--- src/rtl/multicycle_control.sv ---
// Main control FSM for the multicycle datapath: sequences fetch/decode/execute/memory/writeback
// and drives every datapath strobe, with memory accesses stalling on mem_ready.
module multicycle_control (
    input  logic       CLK,
    input  logic       reset_n,
    input  logic [3:0] opcode,
    input  logic       mem_ready,
    output logic [2:0] ALUOp,
    output logic       PCWrite,
    output logic       PCWriteCond,
    output logic       BranchNE,
    output logic [1:0] PCSource,
    output logic       IorD,
    output logic       MemRead,
    output logic       MemWrite,
    output logic       IRWrite,
    output logic       ALUSrcA,
    output logic [1:0] ALUSrcB,
    output logic       RegDst,
    output logic       MemtoReg,
    output logic       RegWrite,
    output logic       halted,
    output logic       illegal,
    output logic [3:0] state
);

    typedef enum logic [3:0] {
        S_RESET     = 4'd0,
        S_FETCH     = 4'd1,
        S_DECODE    = 4'd2,
        S_RTYPE_EX  = 4'd3,
        S_SHIFT_EX  = 4'd4,
        S_ALU_WB    = 4'd5,
        S_MEM_ADDR  = 4'd6,
        S_LOAD_MEM  = 4'd7,
        S_LOAD_WB   = 4'd8,
        S_STORE_MEM = 4'd9,
        S_BRANCH    = 4'd10,
        S_JUMP      = 4'd11,
        S_IMM_EX    = 4'd12,
        S_IMM_WB    = 4'd13,
        S_HALT      = 4'd14
    } state_t;

    typedef struct packed {
        logic [2:0] alu_op;
        logic       pc_write;
        logic       pc_write_cond;
        logic       branch_ne;
        logic [1:0] pc_source;
        logic       i_or_d;
        logic       mem_read;
        logic       mem_write;
        logic       fetch;
        logic       alu_src_a;
        logic [1:0] alu_src_b;
        logic       reg_dst;
        logic       mem_to_reg;
        logic       reg_write;
        logic       halted;
    } ctrl_t;

    state_t     r_state;
    state_t     w_state_next;
    logic [3:0] r_opcode;
    logic [3:0] w_opcode_next;
    logic       r_illegal;
    logic       w_illegal_next;
    ctrl_t      r_ctrl;

    // Moore strobes for a state; op is the latched opcode that state will see.
    function automatic ctrl_t decode_ctrl(input state_t s, input logic [3:0] op);
        ctrl_t c;
        c = '0;
        case (s)
            S_FETCH: begin
                c.mem_read  = 1'b1;
                c.alu_src_b = 2'b01;
                c.alu_op    = 3'd2;
                c.fetch     = 1'b1;
            end
            S_DECODE: begin
                c.alu_src_b = 2'b11;
                c.alu_op    = 3'd2;
            end
            S_RTYPE_EX: c.alu_src_a = 1'b1;
            S_SHIFT_EX: begin
                c.alu_src_a = 1'b1;
                c.alu_op    = 3'd1;
            end
            S_ALU_WB: begin
                c.reg_dst   = 1'b1;
                c.reg_write = 1'b1;
            end
            S_MEM_ADDR: begin
                c.alu_src_a = 1'b1;
                c.alu_src_b = 2'b10;
                c.alu_op    = 3'd2;
            end
            S_LOAD_MEM: begin
                c.mem_read = 1'b1;
                c.i_or_d   = 1'b1;
            end
            S_LOAD_WB: begin
                c.mem_to_reg = 1'b1;
                c.reg_write  = 1'b1;
            end
            S_STORE_MEM: begin
                c.mem_write = 1'b1;
                c.i_or_d    = 1'b1;
            end
            S_BRANCH: begin
                c.alu_src_a     = 1'b1;
                c.alu_op        = 3'd3;
                c.pc_write_cond = 1'b1;
                c.pc_source     = 2'b01;
                c.branch_ne     = (op == 4'h5);
            end
            S_JUMP: begin
                c.pc_write  = 1'b1;
                c.pc_source = 2'b10;
            end
            S_IMM_EX: begin
                c.alu_src_a = 1'b1;
                c.alu_src_b = 2'b10;
                case (op)
                    4'h8:    c.alu_op = 3'd4;
                    4'h9:    c.alu_op = 3'd5;
                    4'hA:    c.alu_op = 3'd6;
                    default: c.alu_op = 3'd2;
                endcase
            end
            S_IMM_WB: c.reg_write = 1'b1;
            S_HALT:   c.halted    = 1'b1;
            default:  c = '0;
        endcase
        return c;
    endfunction

    always_comb begin
        w_state_next   = r_state;
        w_opcode_next  = r_opcode;
        w_illegal_next = r_illegal;
        case (r_state)
            S_RESET: w_state_next = S_FETCH;
            S_FETCH: if (mem_ready) w_state_next = S_DECODE;
            S_DECODE: begin
                w_opcode_next = opcode;
                case (opcode)
                    4'h0:                      w_state_next = S_RTYPE_EX;
                    4'h1:                      w_state_next = S_SHIFT_EX;
                    4'h2, 4'h3:                w_state_next = S_MEM_ADDR;
                    4'h4, 4'h5:                w_state_next = S_BRANCH;
                    4'h6:                      w_state_next = S_JUMP;
                    4'h7, 4'h8, 4'h9, 4'hA:    w_state_next = S_IMM_EX;
                    4'hF:                      w_state_next = S_HALT;
                    default: begin
                        w_illegal_next = 1'b1;
                        w_state_next   = S_FETCH;
                    end
                endcase
            end
            S_RTYPE_EX, S_SHIFT_EX: w_state_next = S_ALU_WB;
            S_MEM_ADDR:  w_state_next = (r_opcode == 4'h2) ? S_LOAD_MEM : S_STORE_MEM;
            S_LOAD_MEM:  if (mem_ready) w_state_next = S_LOAD_WB;
            S_STORE_MEM: if (mem_ready) w_state_next = S_FETCH;
            S_IMM_EX:    w_state_next = S_IMM_WB;
            S_ALU_WB, S_LOAD_WB, S_BRANCH, S_JUMP, S_IMM_WB: w_state_next = S_FETCH;
            S_HALT:      w_state_next = S_HALT;
            default:     w_state_next = S_RESET;
        endcase
    end

    // Strobes are registered alongside the state they belong to.
    always_ff @(posedge CLK or negedge reset_n) begin
        if (!reset_n) begin
            r_state   <= S_RESET;
            r_opcode  <= 4'h0;
            r_illegal <= 1'b0;
            r_ctrl    <= '0;
        end else begin
            r_state   <= w_state_next;
            r_opcode  <= w_opcode_next;
            r_illegal <= w_illegal_next;
            r_ctrl    <= decode_ctrl(w_state_next, w_opcode_next);
        end
    end

    // IR/PC update in FETCH only fires on the cycle memory delivers the instruction.
    assign IRWrite     = r_ctrl.fetch & mem_ready;
    assign PCWrite     = r_ctrl.pc_write | (r_ctrl.fetch & mem_ready);
    assign ALUOp       = r_ctrl.alu_op;
    assign PCWriteCond = r_ctrl.pc_write_cond;
    assign BranchNE    = r_ctrl.branch_ne;
    assign PCSource    = r_ctrl.pc_source;
    assign IorD        = r_ctrl.i_or_d;
    assign MemRead     = r_ctrl.mem_read;
    assign MemWrite    = r_ctrl.mem_write;
    assign ALUSrcA     = r_ctrl.alu_src_a;
    assign ALUSrcB     = r_ctrl.alu_src_b;
    assign RegDst      = r_ctrl.reg_dst;
    assign MemtoReg    = r_ctrl.mem_to_reg;
    assign RegWrite    = r_ctrl.reg_write;
    assign halted      = r_ctrl.halted;
    assign illegal     = r_illegal;
    assign state       = r_state;

endmodule
--- config.mk ---
export PLATFORM = sky130hd
export DESIGN_NAME = multicycle_control
export DESIGN_NICKNAME = d
export VERILOG_FILES = /design/src/rtl/multicycle_control.sv
export SDC_FILE = /design/constraint.sdc
export NUM_CORES = 1
export LEC_CHECK = 0
export BUFFER_PORTS_ARGS = -buffer_cell sky130_fd_sc_hd__buf_2
export CAP_MARGIN = 20
export CORE_UTILIZATION = 30
export CTS_CLUSTER_SIZE = 12
export DETAILED_ROUTE_END_ITERATION = 8
export PLACE_DENSITY = 0.53
export SLEW_MARGIN = 30
export SYNTH_ARGS = -nofsm -noshare
export SYNTH_HDL_FRONTEND = slang
export SYNTH_SLANG_ARGS = --single-unit
--- constraint.sdc ---
create_clock -name CLK -period 2.3 [get_ports CLK]
set_input_delay 0.23 -clock CLK [delete_from_list [all_inputs] [get_ports CLK]]
set_output_delay 0.23 -clock CLK [all_outputs]
set_load 0.05 [all_outputs]
Word-level counts from Yosys, hierarchy flattened
Index checks and enable logic that the tools add are counted.
Storage, ports and cells
  output and inout bits: 24
  word-level logic and storage cells: 102
  bits of input ports: 7
  register bits: 28
Operators by class
  multiplexer cells: 22
  reduce and logical (&&, ||, !) cells: 15
  bitwise logic cells: 3
  equality and inequality tests: 44
Operators by type and width (count)
  equality test 4 bit (second input constant): 21
  equality test 4 x 3 -> 1 bit (second input constant): 13
  case mux 4 bit (9 select lines): 1
  equality test 4 x 2 -> 1 bit (second input constant): 7
  case mux 4 bit (7 select lines): 1
  2-to-1 mux 4 bit: 5
  equality test 4 x 1 -> 1 bit (second input constant): 3
  case mux 3 bit (4 select lines): 1
  OR reduction 12 bit: 1
  OR reduction 2 bit: 6
  2-to-1 mux 1 bit: 10
  case mux 3 bit (3 select lines): 1
  zero test 4 bit: 2
  case mux 2 bit (3 select lines): 1
  OR reduction 3 bit: 2
  OR reduction 6 bit: 1
  OR reduction 5 bit: 1
  case mux 2 bit (2 select lines): 1
  OR reduction 4 bit: 1
  2-to-1 mux 2 bit: 1
  AND reduction 2 bit: 1
  bitwise AND 1 bit: 1
  inverter 1 bit: 1
  OR 1 bit: 1

Logic depth before layout (Yosys ltp)
Gate-level depths: netlist of run 1.
  depth in word-level cells: 7
  depth in mapped cells: 9
  mapped depth without buffers: 7

Least setup slack after synthesis of run 1
OpenSTA, ideal clock, no wires.
  path type: register -> register
  from: reg r_state[3] (netlist: state[3])
  to: reg r_ctrl (netlist bit ALUOp[1])
  buffers on the path: 1
  slack: -0.101 ns
  arrival time: 2.314 ns
  cell stages (with the launch flop): 9
  cells stage by stage: dfrtp_1 -> buf_6 -> nor4b_4 -> o2111a_2 -> a311oi_4 -> clkinv_4 -> nand2_4 -> or4b_1 -> o211ai_1
Between the ends
  word-level cells in the longest chain between the ends: 6
  elaborated cells on any way between the ends: 34
RTL lines
  start, declared: RTL line 63  | state_t r_state;
  start signal, assigned: RTL line 182  | r_state <= w_state_next;
  equality test 4 x 3 -> 1 bit (tied with other cells): RTL line 144  | case (r_state)
  OR reduction 6 bit (no line) or OR reduction 2 bit (tied branches)
  case mux 4 bit (9 select lines) *: RTL line 144
  net w_state_next[2]: RTL line 64  | state_t w_state_next;
  equality test 4 x 3 -> 1 bit (tied with other cells): RTL line 75  | case (s)
  OR reduction 3 bit (no line)
  case mux 3 bit (4 select lines) *: RTL line 75
  end signal, assigned: RTL line 185  | r_ctrl <= decode_ctrl(w_state_next, w_opcode_next);
  end, declared: RTL line 69  | ctrl_t r_ctrl;
The timed path passes the listed nets; every way through them passes the cells marked *.
A chain may end at the register's enable or synchronous reset.

Worst setup path after layout of run 1
  from: reg r_opcode[3]
  to: reg r_ctrl (netlist bit ALUSrcB[1])
Between the ends
  word-level cells in the longest chain between the ends: 6
  elaborated cells on any way between the ends: 9
RTL lines
  start, declared: RTL line 65  | logic [3:0] r_opcode;
  start signal, assigned: RTL line 183  | r_opcode <= w_opcode_next;
  equality test 4 x 2 -> 1 bit *: RTL line 164  | S_MEM_ADDR: w_state_next = (r_opcode == 4'h2) ? S_LOAD_MEM : S_STORE_MEM;
  2-to-1 mux 4 bit *: RTL line 164
  case mux 4 bit (9 select lines) *: RTL line 144
  equality test 4 bit or equality test 4 x 3 -> 1 bit (tied branches): RTL line 75
  OR reduction 2 bit (no line)
  case mux 2 bit (3 select lines) *: RTL line 75
Mark *: on every way between the ends. The rest lies on a longest branch, timed or not.

==> results.toml, run 1 <==
[route]
routed_wl_mm = 3.102
wl_per_cell_um = 13.03
drc = 0
ant_nets = 0
vias_per_cell = 4.681
vias = 1114
drtIter0Drc = 62
drt_first_pass_iters = 4

[sta]
hold_ws_ps = 335.9
worstMarginPinSlew_ps = 587.7
finalCriticalPeriod_ps = 2192
fmax_mhz = 456.2
finalSetupViolations = 0
timing.final.ws_setup_ps = 108.1
relSlewSlack_pct = 60.82
rsz0062_at_grt = "no"
period_share_pct = 95.30
skew_ps = 3.655
slew_violations = 0
hold_violations = 0

[placement]
dp_cells = 233
gp_congestion = 0.8061
dpl_worst_slack_ps = 124.7
port_buffers = 30
dp_hpwl_mm = 2.251

[floorplanning]
initial_core_util_pct = 31.29
io_pins = 31
coreArea_um2 = 4755
fp.dieW_um = 72.42
rows = 25
die_area_um2 = 5245
die_y_um = 72.42

[logic_synthesis]
synthFlopType = "dfrtp_1"
yosys.area.top_type = "dfrtp_1"
ys_ff_latch = 27
netlist_instances = 147
syn-num-nets = 154
synth_area_leaders = "dfrtp_1, buf_4, nor2_1"
synthTopCellsByCount = "dfrtp_1, nor2_1, buf_4, nand2_1, a21oi_1"
netlist_area_um2 = 1488
ys_types = 51
async_flop_share_pct = 100.0
synth_top_area_share_pct = 45.42
yosysMostFrequentCell = "dfrtp_1"
synth_warnings = 0
synth-edff-count = 0
synth_seq_area_share_pct = 45.42
avgSynthCellArea_um2 = 10.12

[outcome]
status = "finished, final reports clean"

[finish]
layout.cells.non_filler = 238
drive_gt1_share_pct = 35.67
num-fill-cells = 496
diodes = 0
area_delta_synth_final_pct = 15.14
nNetsFinal = 179

[power]
p_leak_nw = 0.8047
pwr_density_cell_nw_per_um2 = 1391
ir_worst_vdd_mv = 0.3597

[setup_path]
crit_slowest_cell = "or4b_1"
ff2ff_path_depth = 6
cp-start-kind = "register"
crit_arrival_ps = 2400
crit_fanout = 5
crit_path_end_kind = "register"
crit_family = "simple AND/OR/NAND/NOR gates"
crit_buf_inv = 1
required_ps = 2510
timing.rr.start = "r_opcode[3]$_DFF_PN0_"
reg2reg_to = "ALUSrcB[1]$_DFF_PN0_"
cp_num_cells = 6
crit_end = "ALUSrcB[1]$_DFF_PN0_"
crit_type = "reg -> reg"
crit_chain = "or4b_1, a31oi_1, a311oi_4, buf_4, or3_2, a21oi_1"
r2r_slack_ps = 110
startpoint = "r_opcode[3]$_DFF_PN0_"
cp_slowest_stage_delay_ps = 530

[clocking]
clkSlewWorstSetupHoldPaths_ps = 100
cts_max_level = 1
postCtsSetupRepairBufs = 0
clock_path_buffers = 2
clock-sinks = 27
clk_latency_ps = 270
cts_root_buf = "clkbuf_8"
cts_tree = "built"
cts_buffers = 3

[global_route]
antenna_found_initial = 0
grt_pass1_wl_mm = 5.078
grt-ovfl-total = 0
grt_pass1_vias = 1023
grt_use_total_pct = 12.50
grt_max_degree = 28

[worst_hold_path]
hold_path.class = "in -> reg"
holdPathStages = 3

[job]
cap_violations = 0
==> stage by stage <==
step / setup TNS [ps] / util, % / instance area (um^2) / power, mW
finish: 0 / 36.03 / 1713 / 2.383
global route: 0 / 36.03 / 1713 / 2.542
CTS: 0 / 35.95 / 1709 / 2.394
detailed placement: 0 / 34.71 / 1650 / 2.114
global placement: 0 / 34.71 / 1650 / 2.099
floorplan: -7.661 / - / 1490 / 1.861
==> worst min path at each step <==
stage	start	end	slack [ps]
2_1_floorplan	reset_n	ALUOp[0]$_DFF_PN0_	-70
3_3_place_gp	reset_n	RegDst$_DFF_PN0_	270
3_5_place_dp	reset_n	RegDst$_DFF_PN0_	280
4_1_cts	mem_ready	MemtoReg$_DFF_PN0_	320
5_1_grt	mem_ready	MemtoReg$_DFF_PN0_	350
6_report	mem_ready	MemtoReg$_DFF_PN0_	340
==> worst reg2reg max path, stage by stage, from the launching register on <==
cell	delay, ps
dfrtp_1	410
or4b_1	530
a31oi_1	300
a311oi_4	110
buf_4	180
or3_2	450
a21oi_1	150
==> per-layer routing <==
layer / GRT usage [%] / share of wire, % / wire [um] / vias to the layer above
met5: 0 / 0 / 0 / -
met2: 19.73 / 49 / 1520 / 28
li1: - / - / - / 555
met4: 5.011 / 1.4 / 44 / 0
met1: 17.31 / 47 / 1447 / 527
met3: 1.667 / 2.9 / 89 / 4
==> sequential cells by signal, summed over array words and instances, names as in the netlist, 2 cells and up <==
| signal | flops |
|---|---|
| r_ctrl | 2 |
| ALUOp | 3 |
| ALUSrcB | 2 |
| state | 4 |
| r_opcode | 4 |
==> final cells by class <==
| type | count | area (um^2) | share of cell area [%] |
|---|---|---|---|
| Clock inverter | 1 | 7.507 | 0.4383 |
| Inverter | 7 | 31.28 | 1.826 |
| Sequential cell | 27 | 678.2 | 39.59 |
| Clock buffer | 3 | 41.29 | 2.411 |
| Tap cell | 67 | 83.83 | 4.894 |
| Multi-Input combinational cell | 94 | 650.6 | 37.98 |
| Timing Repair Buffer | 39 | 220.2 | 12.86 |
==> power breakdown <==
group | leakage, nW | internal, mW | switching (mW)
sequential | 0.348 | 0.630 | 0.0712
clock | 0.0217 | 0.123 | 0.151
combinational | 0.435 | 0.440 | 0.968
==> logic make-up after synthesis <==
logic type / after synthesis / synth area share, %
mux: 5 / 3.448
flops: 27 / 45.42
xor+xnor: 2 / 1.178
simple gates: 56 / 22.54
compound gates: 31 / 16.32
buf+inv: 26 / 11.10
==> repair_timing <==
item | 4_1_cts | 5_1_grt
endpoints found under the setup margin | 0 | 1
endpoints found under the hold margin | 27 | 0
resized for setup | 0 | 1
hold buffers | 1 | 0
==> cells in the final DEF (no fill, tap or decap), drive strengths merged, types with 3 or more instances in the layout <==
| master | instances |
|---|---|
| o211ai | 4 |
| mux2i | 4 |
| nor2 | 13 |
| clkbuf | 3 |
| o21ai | 4 |
| nand2 | 12 |
| nand4 | 3 |
| inv | 6 |
| nand3 | 3 |
| buf | 38 |
| dfrtp | 27 |
| nor4b | 4 |
| a21oi | 9 |
Power figures use the tool's default switching activity.
==> inputs of run 2 (changes only) <==
--- a/config.mk
+++ b/config.mk
@@ -5,12 +5,13 @@
 export SDC_FILE = /design/constraint.sdc
 export NUM_CORES = 1
 export LEC_CHECK = 0
-export BUFFER_PORTS_ARGS = -buffer_cell sky130_fd_sc_hd__buf_2
 export CAP_MARGIN = 20
 export CORE_UTILIZATION = 30
 export CTS_CLUSTER_SIZE = 12
 export DETAILED_ROUTE_END_ITERATION = 8
-export PLACE_DENSITY = 0.53
+export DONT_BUFFER_PORTS = 1
+export GPL_TIMING_DRIVEN = 0
+export PLACE_DENSITY = 0.48
 export SLEW_MARGIN = 30
 export SYNTH_ARGS = -nofsm -noshare
 export SYNTH_HDL_FRONTEND = slang
==> run 2 against run 1 <==
Compared with the run above: the run now ends with setup timing left; non-clock buffer count is 3 lower; via count hardly changed; clock power is 2% higher; sequential cell count stayed put; cell area is 8.9% higher; critical endpoint is now ALUOp[1]$_DFF_PN0_; largest power group unchanged.
==> results.toml, run 2 (synthesis gave the netlist of run 1 again) <==
[setup_path]
required_ps = 2490
cp-start-kind = "register"
crit_path_end_kind = "register"
r2r_slack_ps = -9
crit_arrival_ps = 2490
crit_type = "reg -> reg"
crit_fanout = 7

[placement]
port_buffers = 0
dp_hpwl_mm = 2.288
gp_congestion = 0.8124
dpl_cell_area_um2 = 1574

[finish]
drive_gt1_share_pct = 41.07
diodes = 0
final_common_cell = "dfrtp_1"
nNetsFinal = 176
final_cell_mix = "dfrtp_1, buf_4, nor2_1"
fin_area_um2 = 1866
layout.core_utilization_pct = 39.24
area_delta_synth_final_pct = 25.40

[sta]
finalSetupViolations = 1
hold_violations = 0
slew_violations = 0
finalCriticalPeriod_ps = 2309
skew_ps = 10.93
timing.final.ws_setup_ps = -8.612
tns_ps = -8.612
period_share_pct = 100.4
rsz0062_at_grt = "yes"
hold_ws_ps = 331.4
fmax_mhz = 433.2
relSlewSlack_pct = 65.36
worstMarginPinSlew_ps = 512.4

[floorplanning]
rows = 25
die_area_um2 = 5245
io_pins = 31
fp.dieW_um = 72.42
initial_core_util_pct = 31.29
die_y_um = 72.42
coreArea_um2 = 4755

[clocking]
clkSlewWorstSetupHoldPaths_ps = 90
cts_root_buf = "clkbuf_8"
cts_max_level = 1
clock-sinks = 27
clk_latency_ps = 280
cts_buffers = 3
clock_path_buffers = 2
cts_tree = "built"

[power]
ir_worst_vdd_mv = 0.5231
p_leak_nw = 0.8212
pwr_density_cell_nw_per_um2 = 1431
p_total_mw = 2.670

[route]
vias_per_cell = 4.736
drc = 0
drt_first_pass_iters = 4
drtIter0Drc = 31
vias = 1113
ant_nets = 0
routed_wl_mm = 3.362
wl_per_cell_um = 14.31

[global_route]
antenna_found_initial = 0
grt_pass1_vias = 1103
grt_max_degree = 28
grt_use_total_pct = 13.33
grt_pass1_wl_mm = 5.382
grt-ovfl-total = 0

[worst_hold_path]
hold_path.class = "in -> reg"

[job]
cap_violations = 0

[outcome]
status = "finished with violations"
violations = "setup timing"
==> run 2: repair_timing <==
action	CTS	global route
hold endpoints to repair	27	0
pin swaps	3	12
hold buffers	2	0
endpoints found under the setup margin	16	9
gates resized for setup	9	14
setup buffers	8	7
==> run 2: cell type report <==
class                   instances  area (um^2)
flip-flops and latches         27        680.7
clock inverters                 1        8.758
fillers                       491         2889
inverters                       7        31.28
well taps                      67        83.83
multi-input cells              94        713.2
repair buffers                 17        162.7
plain buffers                  19        143.9
clock buffers                   3        41.29
==> run 2: critical path, stage by stage, from the launching register on <==
cell and delay, ps:
dfrtp_2 530, buf_6 180, nor4b_4 310, buf_6 190
o2111a_2 220, a311oi_4 60, clkinv_4 90, nand2_4 60
or4b_4 480, o211ai_1 110
==> run 2: metal layers <==
| metal | up-vias | wire length (um) | share of wire [%] | GRT usage, % |
|---|---|---|---|---|
| met5 | - | 0 | 0 | 0 |
| met4 | 0 | 29 | 0.86 | 2.832 |
| met3 | 4 | 129 | 3.8 | 3.889 |
| met2 | 18 | 1747 | 52 | 22.85 |
| met1 | 539 | 1455 | 43 | 16.62 |
| li1 | 552 | - | - | - |
==> run 2: worst paths after layout <==
check | end | cells after the start | start
min | MemtoReg$_DFF_PN0_ | 3 | mem_ready
min reg2reg | r_opcode[1]$_DFF_PN0_ | 2 | r_opcode[1]$_DFF_PN0_
min in group asynchronous | r_ctrl[15]$_DFF_PN0_ | 2 | reset_n
max in group asynchronous | state[2]$_DFF_PN0_ | 2 | reset_n
max | ALUOp[1]$_DFF_PN0_ | 9 | state[2]$_DFF_PN0_
max reg2reg | ALUOp[1]$_DFF_PN0_ | 9 | state[2]$_DFF_PN0_
==> run 2: per-stage QoR <==
step           cells  setup slack [ps]
2_1_floorplan    147            -7.661
3_3_place_gp     214            -312.8
3_5_place_dp     214            -307.8
4_1_cts          228             12.41
5_1_grt          235            -80.50
6_report         235            -8.612
==> run 2: power by group <==
group | switching [mW] | total (mW) | internal, mW | leakage (nW)
Clock | 0.152 | 0.279 | 0.127 | 0.0261
Combinational | 0.767 | 1.39 | 0.628 | 0.449
Sequential | 0.366 | 0.996 | 0.630 | 0.346
==> inputs of run 3 (changes only) <==
--- a/config.mk
+++ b/config.mk
@@ -6,13 +6,14 @@
 export NUM_CORES = 1
 export LEC_CHECK = 0
 export CAP_MARGIN = 20
-export CORE_UTILIZATION = 30
+export CORE_UTILIZATION = 40
 export CTS_CLUSTER_SIZE = 12
 export DETAILED_ROUTE_END_ITERATION = 8
 export DONT_BUFFER_PORTS = 1
 export GPL_TIMING_DRIVEN = 0
-export PLACE_DENSITY = 0.48
+export PLACE_DENSITY = 0.58
 export SLEW_MARGIN = 30
 export SYNTH_ARGS = -nofsm -noshare
 export SYNTH_HDL_FRONTEND = slang
 export SYNTH_SLANG_ARGS = --single-unit
+export TNS_END_PERCENT = 1
==> run 3 against run 2 <==
Compared with the run above: the flow now finishes without violations; sequential power is 0.6% lower; power fell by 6.7%; critical path type unchanged; register-to-register slack improved by 30 ps; largest power group unchanged.
==> results.toml, run 3 (synthesis gave the netlist of run 1 again) <==
[sta]
timing.final.ws_setup_ps = 16.89
skew_ps = 7.443
rsz0062_at_grt = "yes"
period_share_pct = 99.27
slew_violations = 0
fmax_mhz = 438.0
hold_violations = 0
tns_ps = 0
finalCriticalPeriod_ps = 2283
finalSetupViolations = 0
worstMarginPinSlew_ps = 553.7
relSlewSlack_pct = 63.09

[clocking]
cts_root_buf = "clkbuf_8"
cts_tree = "built"
cts_buffers = 3
clkSlewWorstSetupHoldPaths_ps = 90
clk_latency_ps = 270
clock-sinks = 27
clock_path_buffers = 2
cts_max_level = 1

[setup_path]
crit_path_end_kind = "register"
crit_fanout = 8
cp-start-kind = "register"
cpMostUsedCell = "buf_6"
crit_type = "reg -> reg"
cp_slowest_stage_delay_ps = 530
crit_chain = "buf_6, nor4b_4, buf_6, o2111a_2, a311oi_4, clkinv_4, nand2_4, or4b_1, o211ai_1"
required_ps = 2480
crit_arrival_ps = 2470
crit_slowest_cell = "dfrtp_2"

[worst_hold_path]
hold_path.class = "in -> reg"

[floorplanning]
rows = 21
die_area_um2 = 3967
die_y_um = 62.99
coreArea_um2 = 3442
fp.dieW_um = 62.99
io_pins = 31
initial_core_util_pct = 43.22

[route]
wl_per_cell_um = 14.22
drc = 0
vias = 1105
routed_wl_mm = 2.958
drt_first_pass_iters = 4
drtIter0Drc = 74
vias_per_cell = 5.313
ant_nets = 0

[global_route]
antenna_found_initial = 0
grt_max_degree = 28
grt_pass1_vias = 1086
grt_pass1_wl_mm = 5.175
grt-ovfl-total = 0
grt_use_total_pct = 16.46

[finish]
area_delta_synth_final_pct = 17.91
diodes = 0
num-fill-cells = 300
final_cell_mix = "dfrtp_1, buf_4, nor2_1"
regArea_um2 = 680.7
multi_input_area_um2 = 689.4
layout.cells.non_filler = 208
nNetsFinal = 170
final_common_cell = "dfrtp_1"
drive_gt1_share_pct = 35.80
fin_area_um2 = 1754

[placement]
dp_hpwl_mm = 2.024
port_buffers = 0
dp_cells = 193
dpl_cell_area_um2 = 1548
dpl_worst_slack_ps = -262.6
gp_congestion = 0.7898

[outcome]
status = "finished, final reports clean"

[power]
p_leak_nw = 0.7812
pwr_density_cell_nw_per_um2 = 1420
ir_worst_vdd_mv = 0.7399

[job]
cap_violations = 0
run 3: changes by cell type in the layout (fill, tap and decap cells not counted), sizes merged:
cell  change
buf       -6
run 3: metrics by stage:
step,hold WS [ps],power (mW),util (%)
floorplan,-65.59,1.861,-
global placement,-64.92,2.015,44.97
detailed placement,-64.74,2.030,44.97
CTS,310.8,2.379,48.67
global route,336.9,2.657,50.96
finish,320.8,2.491,50.96
run 3: routing by layer:
layer	up-vias	global-route usage (%)	share of wire [%]
met5	-	0	0
met4	0	3.198	1.1
met3	4	5.109	4.9
met2	33	26.88	48
met1	531	21.35	46
li1	537	-	-
run 3: final timing paths:
kind,startpoint,to,slack (ps),cells after the start
min in group asynchronous,reset_n,RegDst$_DFF_PN0_,390,2
max in group asynchronous,reset_n,state[1]$_DFF_PN0_,1750,2
worst min-delay path,mem_ready,MemtoReg$_DFF_PN0_,320,3
worst max register to register,state[2]$_DFF_PN0_,ALUOp[1]$_DFF_PN0_,20,9
worst min register to register,r_opcode[0]$_DFF_PN0_,r_opcode[0]$_DFF_PN0_,600,1
worst max-delay path,state[2]$_DFF_PN0_,ALUOp[1]$_DFF_PN0_,20,9
run 3: worst max-delay path: cells and delay by family (launching register included):
kind | cells | cell delay [ps]
AOI/OAI and AO/OA | 3 | 410
buffers and inverters | 3 | 450
DFF | 1 | 530
and+or+nand+nor | 3 | 800
run 3: repair_timing:
action / CTS / global route
resized for setup: 6 / 10
pin swaps: 0 / 1
hold buffers: 2 / 0
endpoints found under the hold margin: 27 / 0
buffers inserted: 4 / 5
endpoints found under the setup margin: 12 / 9
gates cloned: 0 / 0
run 3: layout make-up:
cell class / count / area share [%]
multi-input cells: 94 / 39.30
flip-flops and latches: 27 / 38.80
plain buffers: 19 / 8.203
repair buffers: 11 / 5.777
well taps: 46 / 3.281
clock buffers: 3 / 2.354
inverters: 7 / 1.783
clock inverters: 1 / 0.4993
run 3: where the power goes:
group | internal, mW | leakage [nW] | switching, mW
Combinational | 0.518 | 0.409 | 0.710
Clock | 0.127 | 0.0261 | 0.147
Sequential | 0.630 | 0.346 | 0.360
Total | 1.27 | 0.781 | 1.22
